===== src/rtl/interrupt_sequencer_pkg.sv =====
// Shared definitions for the interrupt entry sequencer.
// Latency: n/a (constants, types and helpers only).
// Backpressure: n/a.
// Contents: default widths, vector table base, interrupt id type and the
// sequencer state encoding. INT_FLAG_SAVE_EN controls whether PUSH_FLAGS is used.
package interrupt_sequencer_pkg;

  localparam int DEF_PC_W   = 32;
  localparam int DEF_DATA_W = 16;
  localparam int DEF_ADDR_W = 16;
  localparam int NUM_INT    = 2;
  localparam int ID_W       = 1;

  localparam logic [15:0] DEF_VEC_BASE = 16'h0002;

  typedef logic [ID_W-1:0]    int_id_t;
  typedef logic [NUM_INT-1:0] int_vec_t;

  // Sequencer state encoding.
  localparam logic [3:0] ST_IDLE       = 4'd0;
  localparam logic [3:0] ST_DRAIN      = 4'd1;
  localparam logic [3:0] ST_PUSH_PC_HI = 4'd2;
  localparam logic [3:0] ST_PUSH_PC_LO = 4'd3;
  localparam logic [3:0] ST_PUSH_FLAGS = 4'd4;
  localparam logic [3:0] ST_RD_VEC_HI  = 4'd5;
  localparam logic [3:0] ST_RD_VEC_LO  = 4'd6;
  localparam logic [3:0] ST_LOAD_PC    = 4'd7;

  function automatic int_vec_t id_to_onehot(input int_id_t id);
    int_vec_t v;
    v = '0;
    v[id] = 1'b1;
    return v;
  endfunction

endpackage


===== src/rtl/interrupt_sequencer_if.sv =====
// Data-memory port and stack-pointer decrement control shared by the sequencer.
// Latency: read data returns one cycle after memReadEn/memAddr.
// Backpressure: none; the memory accepts one access per cycle.
// Ports: master = sequencer (drives enables/address/write data/spDec),
//        slave  = memory side (returns memReadData).
interface interrupt_sequencer_if #(
  parameter int ADDR_W = 16,
  parameter int DATA_W = 16
) ();
  logic              memReadEn;
  logic              memWriteEn;
  logic [ADDR_W-1:0] memAddr;
  logic [DATA_W-1:0] memWriteData;
  logic [DATA_W-1:0] memReadData;
  logic              spDec;

  modport master (
    output memReadEn, memWriteEn, memAddr, memWriteData, spDec,
    input  memReadData
  );

  modport slave (
    input  memReadEn, memWriteEn, memAddr, memWriteData, spDec,
    output memReadData
  );
endinterface


===== src/rtl/interrupt_sequencer_int_pending_latch.sv =====
// Edge-detects the interrupt lines into sticky pending bits and picks a winner.
// Latency: an edge sampled in cycle N is visible in pending at cycle N+1.
// Backpressure: none; a bit stays pending until its own ack, so edges are never lost.
// Ports: clk/reset, irq (raw lines), ack (one-hot clear), pending, winner (INT0 first).
module int_pending_latch
  import interrupt_sequencer_pkg::*;
(
  input  logic     clk,
  input  logic     reset,
  input  int_vec_t irq,
  input  int_vec_t ack,
  output int_vec_t pending,
  output int_id_t  winner
);

  int_vec_t irq_q;
  int_vec_t rise;

  assign rise = irq & ~irq_q;

  // A new edge on the line being acknowledged wins over the clear, so a
  // request arriving in the ack cycle is serviced later rather than dropped.
  always_ff @(posedge clk) begin
    if (reset) begin
      irq_q   <= '0;
      pending <= '0;
    end else begin
      irq_q   <= irq;
      pending <= (pending & ~ack) | rise;
    end
  end

  // Only meaningful when pending is non-zero.
  assign winner = pending[0] ? int_id_t'(0) : int_id_t'(1);

endmodule


===== src/rtl/interrupt_sequencer.sv =====
// Interrupt entry sequencer: drain pipe, push return PC (and flags), fetch vector, load PC.
// Latency: entry decision to pcLoad = 7 cycles (6 when INT_FLAG_SAVE_EN undefined).
// Backpressure: entry waits for instrBoundary and for inService to clear (retiDone).
// Ports: clk/reset, interruptSignal[1:0], instrBoundary, pcIn, flagsIn, spIn, retiDone,
//        stallFetch, flushPipe, pcLoad/pcLoadValue, intAck, inService, mem (memory/SP port).
// Build option: INT_FLAG_SAVE_EN adds the PUSH_FLAGS state and flag save register.
module interrupt_sequencer
  import interrupt_sequencer_pkg::*;
#(
  parameter int                PC_W     = DEF_PC_W,
  parameter int                DATA_W   = DEF_DATA_W,
  parameter int                ADDR_W   = DEF_ADDR_W,
  parameter logic [ADDR_W-1:0] VEC_BASE = ADDR_W'(DEF_VEC_BASE)
) (
  input  logic              clk,
  input  logic              reset,
  input  int_vec_t          interruptSignal,
  input  logic              instrBoundary,
  input  logic [PC_W-1:0]   pcIn,
  input  logic [2:0]        flagsIn,
  input  logic [ADDR_W-1:0] spIn,
  input  logic              retiDone,
  output logic              stallFetch,
  output logic              flushPipe,
  output logic              pcLoad,
  output logic [PC_W-1:0]   pcLoadValue,
  output int_vec_t          intAck,
  output logic              inService,
  interrupt_sequencer_if.master mem
);

  logic [3:0]        state;
  logic [3:0]        state_nxt;
  int_vec_t          pending;
  int_id_t           winner;
  int_id_t           id_q;
  logic [PC_W-1:0]   pc_save;
  logic [DATA_W-1:0] vec_hi;
  logic              entry;
  logic [ADDR_W-1:0] vec_addr;

`ifdef INT_FLAG_SAVE_EN
  logic [2:0] flags_save;
`else
  logic unused_flags;
  assign unused_flags = ^flagsIn;
`endif

  int_pending_latch u_pending (
    .clk     (clk),
    .reset   (reset),
    .irq     (interruptSignal),
    .ack     (intAck),
    .pending (pending),
    .winner  (winner)
  );

  assign entry = (state == ST_IDLE) && (|pending) && !inService && instrBoundary;

  // Hi word of vector n lives at VEC_BASE + 2n; wraps in ADDR_W bits.
  assign vec_addr = VEC_BASE + {{(ADDR_W-ID_W-1){1'b0}}, id_q, 1'b0};

  always_comb begin
    state_nxt = state;
    case (state)
      ST_IDLE:       if (entry) state_nxt = ST_DRAIN;
      ST_DRAIN:      state_nxt = ST_PUSH_PC_HI;
      ST_PUSH_PC_HI: state_nxt = ST_PUSH_PC_LO;
`ifdef INT_FLAG_SAVE_EN
      ST_PUSH_PC_LO: state_nxt = ST_PUSH_FLAGS;
      ST_PUSH_FLAGS: state_nxt = ST_RD_VEC_HI;
`else
      ST_PUSH_PC_LO: state_nxt = ST_RD_VEC_HI;
`endif
      ST_RD_VEC_HI:  state_nxt = ST_RD_VEC_LO;
      ST_RD_VEC_LO:  state_nxt = ST_LOAD_PC;
      ST_LOAD_PC:    state_nxt = ST_IDLE;
      default:       state_nxt = ST_IDLE;
    endcase
  end

  always_ff @(posedge clk) begin
    if (reset) begin
      state     <= ST_IDLE;
      id_q      <= '0;
      pc_save   <= '0;
      vec_hi    <= '0;
      inService <= 1'b0;
`ifdef INT_FLAG_SAVE_EN
      flags_save <= '0;
`endif
    end else begin
      state <= state_nxt;
      if (entry) begin
        pc_save <= pcIn;
        id_q    <= winner;
`ifdef INT_FLAG_SAVE_EN
        flags_save <= flagsIn;
`endif
      end
      // Read data for the hi vector word arrives during RD_VEC_LO.
      if (state == ST_RD_VEC_LO) vec_hi <= mem.memReadData;
      // Setting on LOAD_PC exit takes precedence over an RTI in that cycle.
      if (state == ST_LOAD_PC)   inService <= 1'b1;
      else if (retiDone)         inService <= 1'b0;
    end
  end

  always_comb begin
    stallFetch       = (state != ST_IDLE);
    flushPipe        = 1'b0;
    intAck           = '0;
    pcLoad           = 1'b0;
    pcLoadValue      = '0;
    mem.memReadEn    = 1'b0;
    mem.memWriteEn   = 1'b0;
    mem.memAddr      = '0;
    mem.memWriteData = '0;
    mem.spDec        = 1'b0;
    case (state)
      ST_DRAIN: begin
        flushPipe = 1'b1;
        intAck    = id_to_onehot(id_q);
      end
      ST_PUSH_PC_HI: begin
        mem.memWriteEn   = 1'b1;
        mem.memAddr      = spIn;
        mem.spDec        = 1'b1;
        mem.memWriteData = pc_save[PC_W-1 -: DATA_W];
      end
      ST_PUSH_PC_LO: begin
        mem.memWriteEn   = 1'b1;
        mem.memAddr      = spIn;
        mem.spDec        = 1'b1;
        mem.memWriteData = pc_save[DATA_W-1:0];
      end
`ifdef INT_FLAG_SAVE_EN
      ST_PUSH_FLAGS: begin
        mem.memWriteEn   = 1'b1;
        mem.memAddr      = spIn;
        mem.spDec        = 1'b1;
        mem.memWriteData = DATA_W'(flags_save);
      end
`endif
      ST_RD_VEC_HI: begin
        mem.memReadEn = 1'b1;
        mem.memAddr   = vec_addr;
      end
      ST_RD_VEC_LO: begin
        mem.memReadEn = 1'b1;
        mem.memAddr   = vec_addr + ADDR_W'(1);
      end
      ST_LOAD_PC: begin
        pcLoad      = 1'b1;
        pcLoadValue = PC_W'({vec_hi, mem.memReadData});
      end
      default: ;
    endcase
  end

endmodule


===== src/flat_wrapper.sv =====
// flat-port wrapper written by rule: the top's interface ports become plain ports
module interrupt_sequencer_flat import interrupt_sequencer_pkg::*;
#(
  parameter int                PC_W     = DEF_PC_W,
  parameter int                DATA_W   = DEF_DATA_W,
  parameter int                ADDR_W   = DEF_ADDR_W,
  parameter logic [ADDR_W-1:0] VEC_BASE = ADDR_W'(DEF_VEC_BASE)
)
  (clk, reset, interruptSignal, instrBoundary, pcIn, flagsIn, spIn, retiDone, stallFetch, flushPipe, pcLoad, pcLoadValue, intAck, inService, mem_memReadEn, mem_memWriteEn, mem_memAddr, mem_memWriteData, mem_spDec, mem_memReadData);
  interrupt_sequencer_if #(.ADDR_W(ADDR_W), .DATA_W(DATA_W)) mem_i ();
  input  logic clk;
  input  logic reset;
  input  int_vec_t interruptSignal;
  input  logic instrBoundary;
  input  logic [PC_W-1:0] pcIn;
  input  logic [2:0] flagsIn;
  input  logic [ADDR_W-1:0] spIn;
  input  logic retiDone;
  output logic stallFetch;
  output logic flushPipe;
  output logic pcLoad;
  output logic [PC_W-1:0] pcLoadValue;
  output int_vec_t intAck;
  output logic inService;
  output wire logic [$bits(mem_i.memReadEn)-1:0] mem_memReadEn;
  output wire logic [$bits(mem_i.memWriteEn)-1:0] mem_memWriteEn;
  output wire logic [$bits(mem_i.memAddr)-1:0] mem_memAddr;
  output wire logic [$bits(mem_i.memWriteData)-1:0] mem_memWriteData;
  output wire logic [$bits(mem_i.spDec)-1:0] mem_spDec;
  input wire logic [$bits(mem_i.memReadData)-1:0] mem_memReadData;
  assign mem_memReadEn = mem_i.memReadEn;
  assign mem_memWriteEn = mem_i.memWriteEn;
  assign mem_memAddr = mem_i.memAddr;
  assign mem_memWriteData = mem_i.memWriteData;
  assign mem_spDec = mem_i.spDec;
  assign mem_i.memReadData = mem_memReadData;
  interrupt_sequencer #(.PC_W(PC_W), .DATA_W(DATA_W), .ADDR_W(ADDR_W), .VEC_BASE(VEC_BASE)) u_core (.clk(clk), .reset(reset), .interruptSignal(interruptSignal), .instrBoundary(instrBoundary), .pcIn(pcIn), .flagsIn(flagsIn), .spIn(spIn), .retiDone(retiDone), .stallFetch(stallFetch), .flushPipe(flushPipe), .pcLoad(pcLoad), .pcLoadValue(pcLoadValue), .intAck(intAck), .inService(inService), .mem(mem_i));
endmodule

===== config.mk =====
export PLATFORM = sky130hd
export DESIGN_NAME = interrupt_sequencer_flat
export DESIGN_NICKNAME = d
export VERILOG_FILES = /design/src/rtl/interrupt_sequencer_pkg.sv /design/src/rtl/interrupt_sequencer_if.sv /design/src/rtl/interrupt_sequencer_int_pending_latch.sv /design/src/rtl/interrupt_sequencer.sv /design/src/flat_wrapper.sv
export SDC_FILE = /design/constraint.sdc
export NUM_CORES = 1
export LEC_CHECK = 0
export ABC_CLOCK_PERIOD_IN_PS = 2500
export CAP_MARGIN = 10
export CELL_PAD_IN_SITES_DETAIL_PLACEMENT = 2
export CELL_PAD_IN_SITES_GLOBAL_PLACEMENT = 2
export CORE_MARGIN = 1
export CORE_UTILIZATION = 24
export CTS_CLUSTER_DIAMETER = 150
export DETAILED_ROUTE_END_ITERATION = 7
export MAX_ROUTING_LAYER = met4
export PLACE_DENSITY_LB_ADDON = 0.1
export SLEW_MARGIN = 40
export SYNTH_ARGS = -nofsm -noshare
export SYNTH_HDL_FRONTEND = slang
export SYNTH_SLANG_ARGS = --single-unit

===== constraint.sdc =====
create_clock -name clk -period 2.5 [get_ports clk]
set_input_delay 0.5 -clock clk [delete_from_list [all_inputs] [get_ports clk]]
set_output_delay 0.5 -clock clk [all_outputs]
set_load 0.03 [all_outputs]

# == Word-level counts from Yosys, hierarchy flattened ==
# Cells that the tools add are included.
# totals
ff_bits,58
latchBits,0
ramBits,0
rom_bits,0
in_bits,73
output_inout_bits,73
elab_cells,49
memories,0
# classes
addsub,2
n_mul,0
div,0
n_lt_le_gt_ge,2
eq_ne,7
shift,0
n_mux,15
bitwise,5
reduce_logical,11
# ops
operator,n
$pmux W16 S3,1
$mux W32,1
$pmux W16 S2,1
$pmux W4 S6,1
$add A16 B1 Y16 const B,1
$eq A4 B3 Y1 const B,3
$eq A4 B2 Y1 const B,2
$mux W1,8
$reduce_or A2 Y1,3
$and A2 B2 Y2,2
$eq A4 B1 Y1 const B,1
$logic_and A1 B1 Y1,4
$logic_not A4 Y1,1
$mux W4,1
$not A2 Y2,2
$reduce_bool A4 Y1,1
$add A2 B2 Y3 const A,1
$lt A1 B2 Y1 const B,1
$mux W2,1
$ne A2 B1 Y1 const B,1
$or A2 B2 Y2,1
$reduce_bool A2 Y1,1
$demux W1 S1,1
$ge A1 B1 Y1 const B,1
$logic_not A1 Y1,1

# == Depth between registers and ports, before layout ==
# Gate-level depths: netlist of run 1.
# logic_depth
ltp_word,8
ltp_mapped,7
mapped_depth_nobuf,4

# == By module ==
# From an unflattened synthesis of run 1, not the netlist that was laid out.
# hier_totals
cells_unflattened,347
hier_area_um2,2981.6
# modules_own_cells
mod,instances,cells_each,area_per_inst_um2
interrupt_sequencer,1,334,2835.2
int_pending_latch,1,13,146.4

# == Worst setup path before layout of run 1 ==
# No wires, ideal clock.
# synth_timing
path_kind,reg-to-output
from,register u_core.state[0]
to,output port intAck[0]
arrival_time_ps,1827
required_time_ps,2000
path_slack_ps,173
stages_incl_launch_ff,4
n_path_buf,1
path_cell_list,dfxtp_1 > buf_2 > nor3b_1 > nor2b_1
# synth_via
elab_chain_len,2
# synth_lines
element,line,source
from (decl),interrupt_sequencer.sv:32,logic [3:0] state;
from (signal assigned),interrupt_sequencer.sv:93,state <= state_nxt;
$eq A4 B1 Y1,interrupt_sequencer.sv:120,case (state)
$mux W2,interrupt_sequencer.sv:120,
to (decl),flat_wrapper.sv:23,output int_vec_t intAck;
# Every way passes these cells.

# == Final worst setup path of run 1 ==
# layout_timing
from,register u_core.state[2]
to,output port mem_memAddr[0]
# layout_via
elab_chain_len,3
elab_cells_between_ends,6
cone_classes,eq/ne (4); mux (1); reduce/logical (1)
# layout_lines
element,line,source
$eq A4 B2 Y1,interrupt_sequencer.sv:120,
$reduce_or A2 Y1 (no line),--,
$pmux W16 S3 (*),interrupt_sequencer.sv:120,
to (decl),flat_wrapper.sv:27,output wire logic [$bits(mem_i.memAddr)-1:0] mem_memAddr;
# Mark *: on every way between the ends. The rest lies on a longest branch, timed or not.

==> results.toml, run 1 <==
[logic_synthesis]
synth-compound-area-share_pct = 4.413
synthSimpleGateAreaFrac_pct = 34.18
ys_ff_latch = 57
yosysTopAreaCell = "dfxtp_1"
synth.top_cell.area_share_pct = 37.97
post_synth.cell_area_avg_um2 = 8.636
netlist_area_um2 = 3005
synthTopCellsByArea = "dfxtp_1 (38%), mux2i_1 (16%), nand2b_1 (14%)"
synth_mux_area_share_pct = 16.36
synth_fa_ha_area_share_pct = 0
synth-xor-area-share_pct = 0.2914
ys_seq_area_share_pct = 37.97
syn_inst = 348
syn_nets = 421
synth_top_family_by_area = "simple AND/OR/NAND/NOR gates"
synthDistinctLibCells = 30
ys.warnings.count = 0

[final_layout]
n_antenna_cell = 0
nets = 554
areaGrowthSynthToFinish_pct = 55.70
nFillCells = 1399
final_layout_size_suffix_gt1_share_pct = 17.53
ff_latch_area_um2 = 1141
postLayoutCellArea_um2 = 4679
multi_input_area_um2 = 1660
postLayoutCoreUtil_pct = 38.64

[timing]
fin_crit_ns = 2.357
setup_viol = 0
maxSlewViolCount = 0
finalHoldViolCount = 0
fin_tns_setup_ns = 0
layout_worst_path_cycle_share_pct = 94.27
maxSlewHeadroom_pct = 58.82
whs_ns = 0.4357
tightest_slew_ns = 0.6177
finalClockSkew_ns = 0.004067
fmax_ghz = 0.4243
grt_setup_unrepaired = "false"

[worst_setup_path]
critPathMaxFanout = 18
crit_arrival_ns = 1.86
critPathLaunchType = "flop"
cp_common_cell = "nand2_1"
endpoint_kind = "primary output"
crit_chain = "nand2b_1 > inv_2 > nand2_1 > nand2_1 > clkdlybuf4s50_1"
cp_num_buf_inv = 2
reg2reg_depth = 5
crit_cells = 5
critPathKind = "reg -> out"
cpPeakStageDelay_ns = 0.67
slowest_stage = "clkdlybuf4s50_1"
critPathTopFamily = "buffers and inverters"
cp.required_ns = 2.00

[place]
hpwl_mm = 6.647
place_area_um2 = 4402
io_buffers = 142
gp_congestion = 0.6551

[grt]
grt_pass1_vias = 2844
overflow = 0
grt_usage_pct = 14.99
grt_pass1_wl_mm = 14.50
grt_max_degree = 46
antenna_found_initial = 0

[power]
p_leak_nw = 1.863
power_density_nw_per_um2 = 692.3
ir_drop_mv = 0.2713
total_power_mw = 3.239

[run]
drv_cap = 0

[floorplan]
die_width_um = 113.9
initial_utilization_pct = 24.81
fp.dieH_um = 113.9
core_um2 = 12110
die_area_um2 = 12970
rows = 40
ioPinCount = 146

[route]
finalWirelength_mm = 9.128
drcViolationCount = 0
via_per_inst = 4.250
wire_per_inst_um = 13.98
via_count = 2775
ant_nets = 0
first_pass_iters = 4
first_iter_violations = 69

[clock_tree]
cts_buffers = 9
postCtsSetupBuffers = 0
cts-root-buf = "clkbuf_16"
clk_latency_ns = 0.32
h-tree-depth = 3
cts_tree = "yes"
cts_resized = 0
cts.clk_slew.worst_paths_ns = 0.05
cts_hold_buffers = 0
cts.sinks = 57
clockBufferDepth = 2

[worst_hold_path]
hold_path_depth = 1
hp-class = "reg -> reg"

[run_status]
status = "finished clean"
[cell usage after synthesis]
| master | count |
|---|---|
| inv_1 | 4 |
| and3b_1 | 1 |
| buf_2 | 4 |
| buf_12 | 3 |
| nor2b_1 | 3 |
| o32ai_1 | 2 |
| nor2_1 | 21 |
| buf_6 | 2 |
| nor3b_1 | 1 |
| mux2i_1 | 48 |
| o21ai_1 | 1 |
| nand3b_1 | 2 |
| and3_1 | 1 |
| or3_4 | 1 |
| nand2b_1 | 68 |
| a21oi_1 | 18 |
| dfxtp_1 | 57 |
| a22o_1 | 1 |
| and2_1 | 46 |
| buf_1 | 1 |
| o21ai_0 | 1 |
| buf_4 | 1 |
| a31oi_1 | 1 |
| xor2_1 | 1 |
| nor4b_1 | 1 |
| nand2_1 | 36 |
| clkbuf_1 | 19 |
| inv_2 | 1 |
| nor4b_4 | 1 |
| mux2_1 | 1 |
[layout by cell type (no fill, tap or decap), drive strengths merged]
cell type | netlist | routed
clkdlybuf4s50 | 0 | 83
buf | 11 | 69
nand2b | 68 | 68
dfxtp | 57 | 57
mux2i | 48 | 48
and2 | 46 | 46
nand2 | 36 | 36
nor2 | 21 | 21
a21oi | 18 | 18
clkbuf | 19 | 11
inv | 5 | 5
nor2b | 3 | 3
clkinv | 0 | 3
nand3b | 2 | 2
o32ai | 2 | 2
o21ai | 2 | 2
nor4b | 2 | 2
and3 | 1 | 1
xor2 | 1 | 1
or3 | 1 | 1
nor3b | 1 | 1
a22o | 1 | 1
and3b | 1 | 1
a31oi | 1 | 1
mux2 | 1 | 1
bufinv | 0 | 1
[registers in the layout, indices dropped and copies added (netlist names)]
register	flops
u_core.u_pending.pending	2
u_core.pc_save	32
u_core.state	3
u_core.vec_hi	16
u_core.inService	1
u_core.u_pending.irq_q	2
u_core.id_q	1
[report_power, final]
| group | internal, mW | leakage, nW | switching, mW |
|---|---|---|---|
| clock network | 0.760 | 0.139 | 0.420 |
| registers | 0.995 | 0.464 | 0.0513 |
| logic | 0.469 | 1.26 | 0.545 |
[worst register-to-register path, stage by stage (launching register included)]
cell	delay, ns
dfxtp_1	0.30
buf_4	0.16
or3_4	0.40
nor4b_4	0.27
buf_12	0.28
mux2_1	0.34
[kinds of logic after synthesis]
kind of cell	Yosys count
xor+xnor	1
compound gates	24
simple gates	182
buf+inv	35
flops	57
mux	49
[worst paths after layout]
| kind | end | slack, ns | start |
|---|---|---|---|
| min | u_core.u_pending.pending[0] | 0.44 | u_core.u_pending.irq_q[0] |
| max | mem_memAddr[0] | 0.14 | u_core.state[2] |
| min reg2reg | u_core.u_pending.pending[0] | 0.44 | u_core.u_pending.irq_q[0] |
| max reg2reg | u_core.id_q | 0.62 | u_core.state[2] |
[through the flow]
step                setup WS (ns)  std cells
floorplan                  0.1727        348
global placement           0.2622        638
detailed placement         0.2444        638
CTS                       0.09282        653
global route              0.03287        653
finish                     0.1433        653
[layer usage]
layer | up-vias | wire length, um | GRT usage (%)
met5 | - | 0 | -
met2 | 79 | 4669 | 25.77
met4 | 0 | 121 | 7.273
met3 | 10 | 503 | 3.294
li1 | 1373 | - | -
met1 | 1313 | 3834 | 16.44
[cell type report]
| class | count | area share, % |
|---|---|---|
| clock inverter | 4 | 0.9626 |
| multi-input combinational | 256 | 35.48 |
| timing repair buffer | 152 | 29.30 |
| inverter | 5 | 0.4011 |
| tap | 168 | 4.492 |
| sequential | 57 | 24.38 |
| clock buffer | 11 | 4.973 |
No activity file was read; power rests on OpenSTA's default activity.
==> run 2: changes to the inputs <==
RECOVER_POWER = 100   (was unset)
==> results.toml, run 2 (synthesis gave the netlist of run 1 again) <==
[run_status]
status = "finished clean"

[route]
via_count = 2777
finalWirelength_mm = 9.104
wire_per_inst_um = 13.94
first_pass_iters = 4
via_per_inst = 4.253
drcViolationCount = 0
ant_nets = 0
first_iter_violations = 64

[timing]
tightest_slew_ns = 1.243
grt_setup_unrepaired = "false"
fin_tns_setup_ns = 0
finalHoldViolCount = 0
fmax_ghz = 0.4218
maxSlewViolCount = 0
maxSlewHeadroom_pct = 17.14
layout_worst_path_cycle_share_pct = 94.84
setup_viol = 0
fin_crit_ns = 2.371
finalClockSkew_ns = 0.004204
setup_slack_ns = 0.1290

[floorplan]
core_um2 = 12110
rows = 40
fp.dieH_um = 113.9
initial_utilization_pct = 24.81
die_area_um2 = 12970
die_width_um = 113.9
ioPinCount = 146

[place]
place_area_um2 = 4402
io_buffers = 142
hpwl_mm = 6.647
gp_congestion = 0.6551
post-place-ws_ns = 0.2444
dpl.cell_count = 638

[clock_tree]
cts_tree = "yes"
cts_hold_buffers = 0
cts-root-buf = "clkbuf_16"
cts.sinks = 57
cts_resized = 0
h-tree-depth = 3
clk_latency_ns = 0.33
cts_buffers = 9
postCtsSetupBuffers = 0
cts.clk_slew.worst_paths_ns = 0.05
clockBufferDepth = 2

[final_layout]
largest_reg_flops = 32
mostFrequentLayoutCells = "clkdlybuf4s50_1 (82), nand2b_1 (68), dfxtp_1 (57)"
areaGrowthSynthToFinish_pct = 50.71
nets = 554
instances_no_fill = 653
n_antenna_cell = 0
postLayoutCellArea_um2 = 4529
multi_input_area_um2 = 1660
nFillCells = 1422
top_register = "u_core.pc_save"
final_common_cell = "clkdlybuf4s50_1"
top_regs = "u_core.pc_save x32, u_core.vec_hi x16, u_core.state x3"
ff_latch_area_um2 = 1141
final_layout_size_suffix_gt1_share_pct = 12.99

[worst_setup_path]
crit_arrival_ns = 1.87
critPathLaunchType = "flop"
crit_path_start = "u_core.state[2]"
cp.required_ns = 2.00
critPathMaxFanout = 18
endpoint_kind = "primary output"
r2r-start = "u_core.state[2]"
critPathKind = "reg -> out"

[grt]
grt_usage_pct = 14.99
grt_pass1_vias = 2844
grt_pass1_wl_mm = 14.50
antenna_found_initial = 0
grt_max_degree = 46
overflow = 0

[power]
ir_drop_mv = 0.2693
power_density_nw_per_um2 = 704.4
p_leak_nw = 1.729

[worst_hold_path]
hp-class = "reg -> reg"
min_from = "u_core.u_pending.irq_q[0]"

[run]
drv_cap = 0
[run 2: changes by cell type in the layout (fill, tap and decap cells not counted)]
| cell | change |
|---|---|
| and2_0 | +24 |
| and2_1 | -24 |
| buf_12 | -2 |
| buf_2 | -1 |
| buf_4 | -38 |
| clkbuf_1 | +22 |
| clkbuf_2 | +18 |
| clkbuf_4 | +1 |
| clkdlybuf4s50_1 | -1 |
| dlygate4sd3_1 | +1 |
[run 2: through the flow]
stage                     util [%]  power, mW  hold WS, ns
after floorplan                  -      1.733       0.4121
after global placement       36.34      2.077       0.4238
after detailed placement     36.34      2.100       0.4351
after CTS                    38.64      3.314       0.4379
after global routing         37.40      3.375       0.4401
final                        37.40      3.190       0.4358
[run 2: power breakdown]
part / total [mW] / switching [mW] / internal, mW
Clock: 1.18 / 0.420 / 0.760
Sequential: 1.05 / 0.0513 / 0.995
Combinational: 0.964 / 0.541 / 0.423
[run 2: layout make-up]
| cell class | count | share of cell area (%) |
|---|---|---|
| Clock buffer | 11 | 5.138 |
| Clock inverter | 4 | 0.9945 |
| Inverter | 5 | 0.4144 |
| Tap cell | 168 | 4.641 |
| Multi-Input combinational cell | 256 | 36.66 |
| Sequential cell | 57 | 25.19 |
| Timing Repair Buffer | 152 | 26.96 |
[run 2: critical path: stages, from the launching register on]
cell and delay (ns):
dfxtp_1 0.30, nand2b_1 0.17, inv_2 0.21, and2_0 0.18
clkdlybuf4s50_1 0.68
[run 2: path summary, 6_finish.rpt]
check	endpoint	slack, ns	depth (start not counted)
max	mem_memAddr[6]	0.13	4
min	u_core.u_pending.pending[0]	0.44	1
max reg2reg	u_core.id_q	0.37	5
min reg2reg	u_core.u_pending.pending[0]	0.44	1
[run 2: routing by layer]
metal,share of wire [%],up-vias,routed length (um),GRT usage (%)
met1,42,1316,3829,16.44
met2,51,79,4660,25.77
met5,0,-,0,-
li1,-,1372,-,-
met3,5.4,10,492,3.294
met4,1.3,0,121,7.273
==> run 3: changes to the inputs <==
GPL_ROUTABILITY_DRIVEN = 0   (was unset)
==> results of run 3 <==
Same layout as run 2: the final DEF is identical, and so are final timing and power.
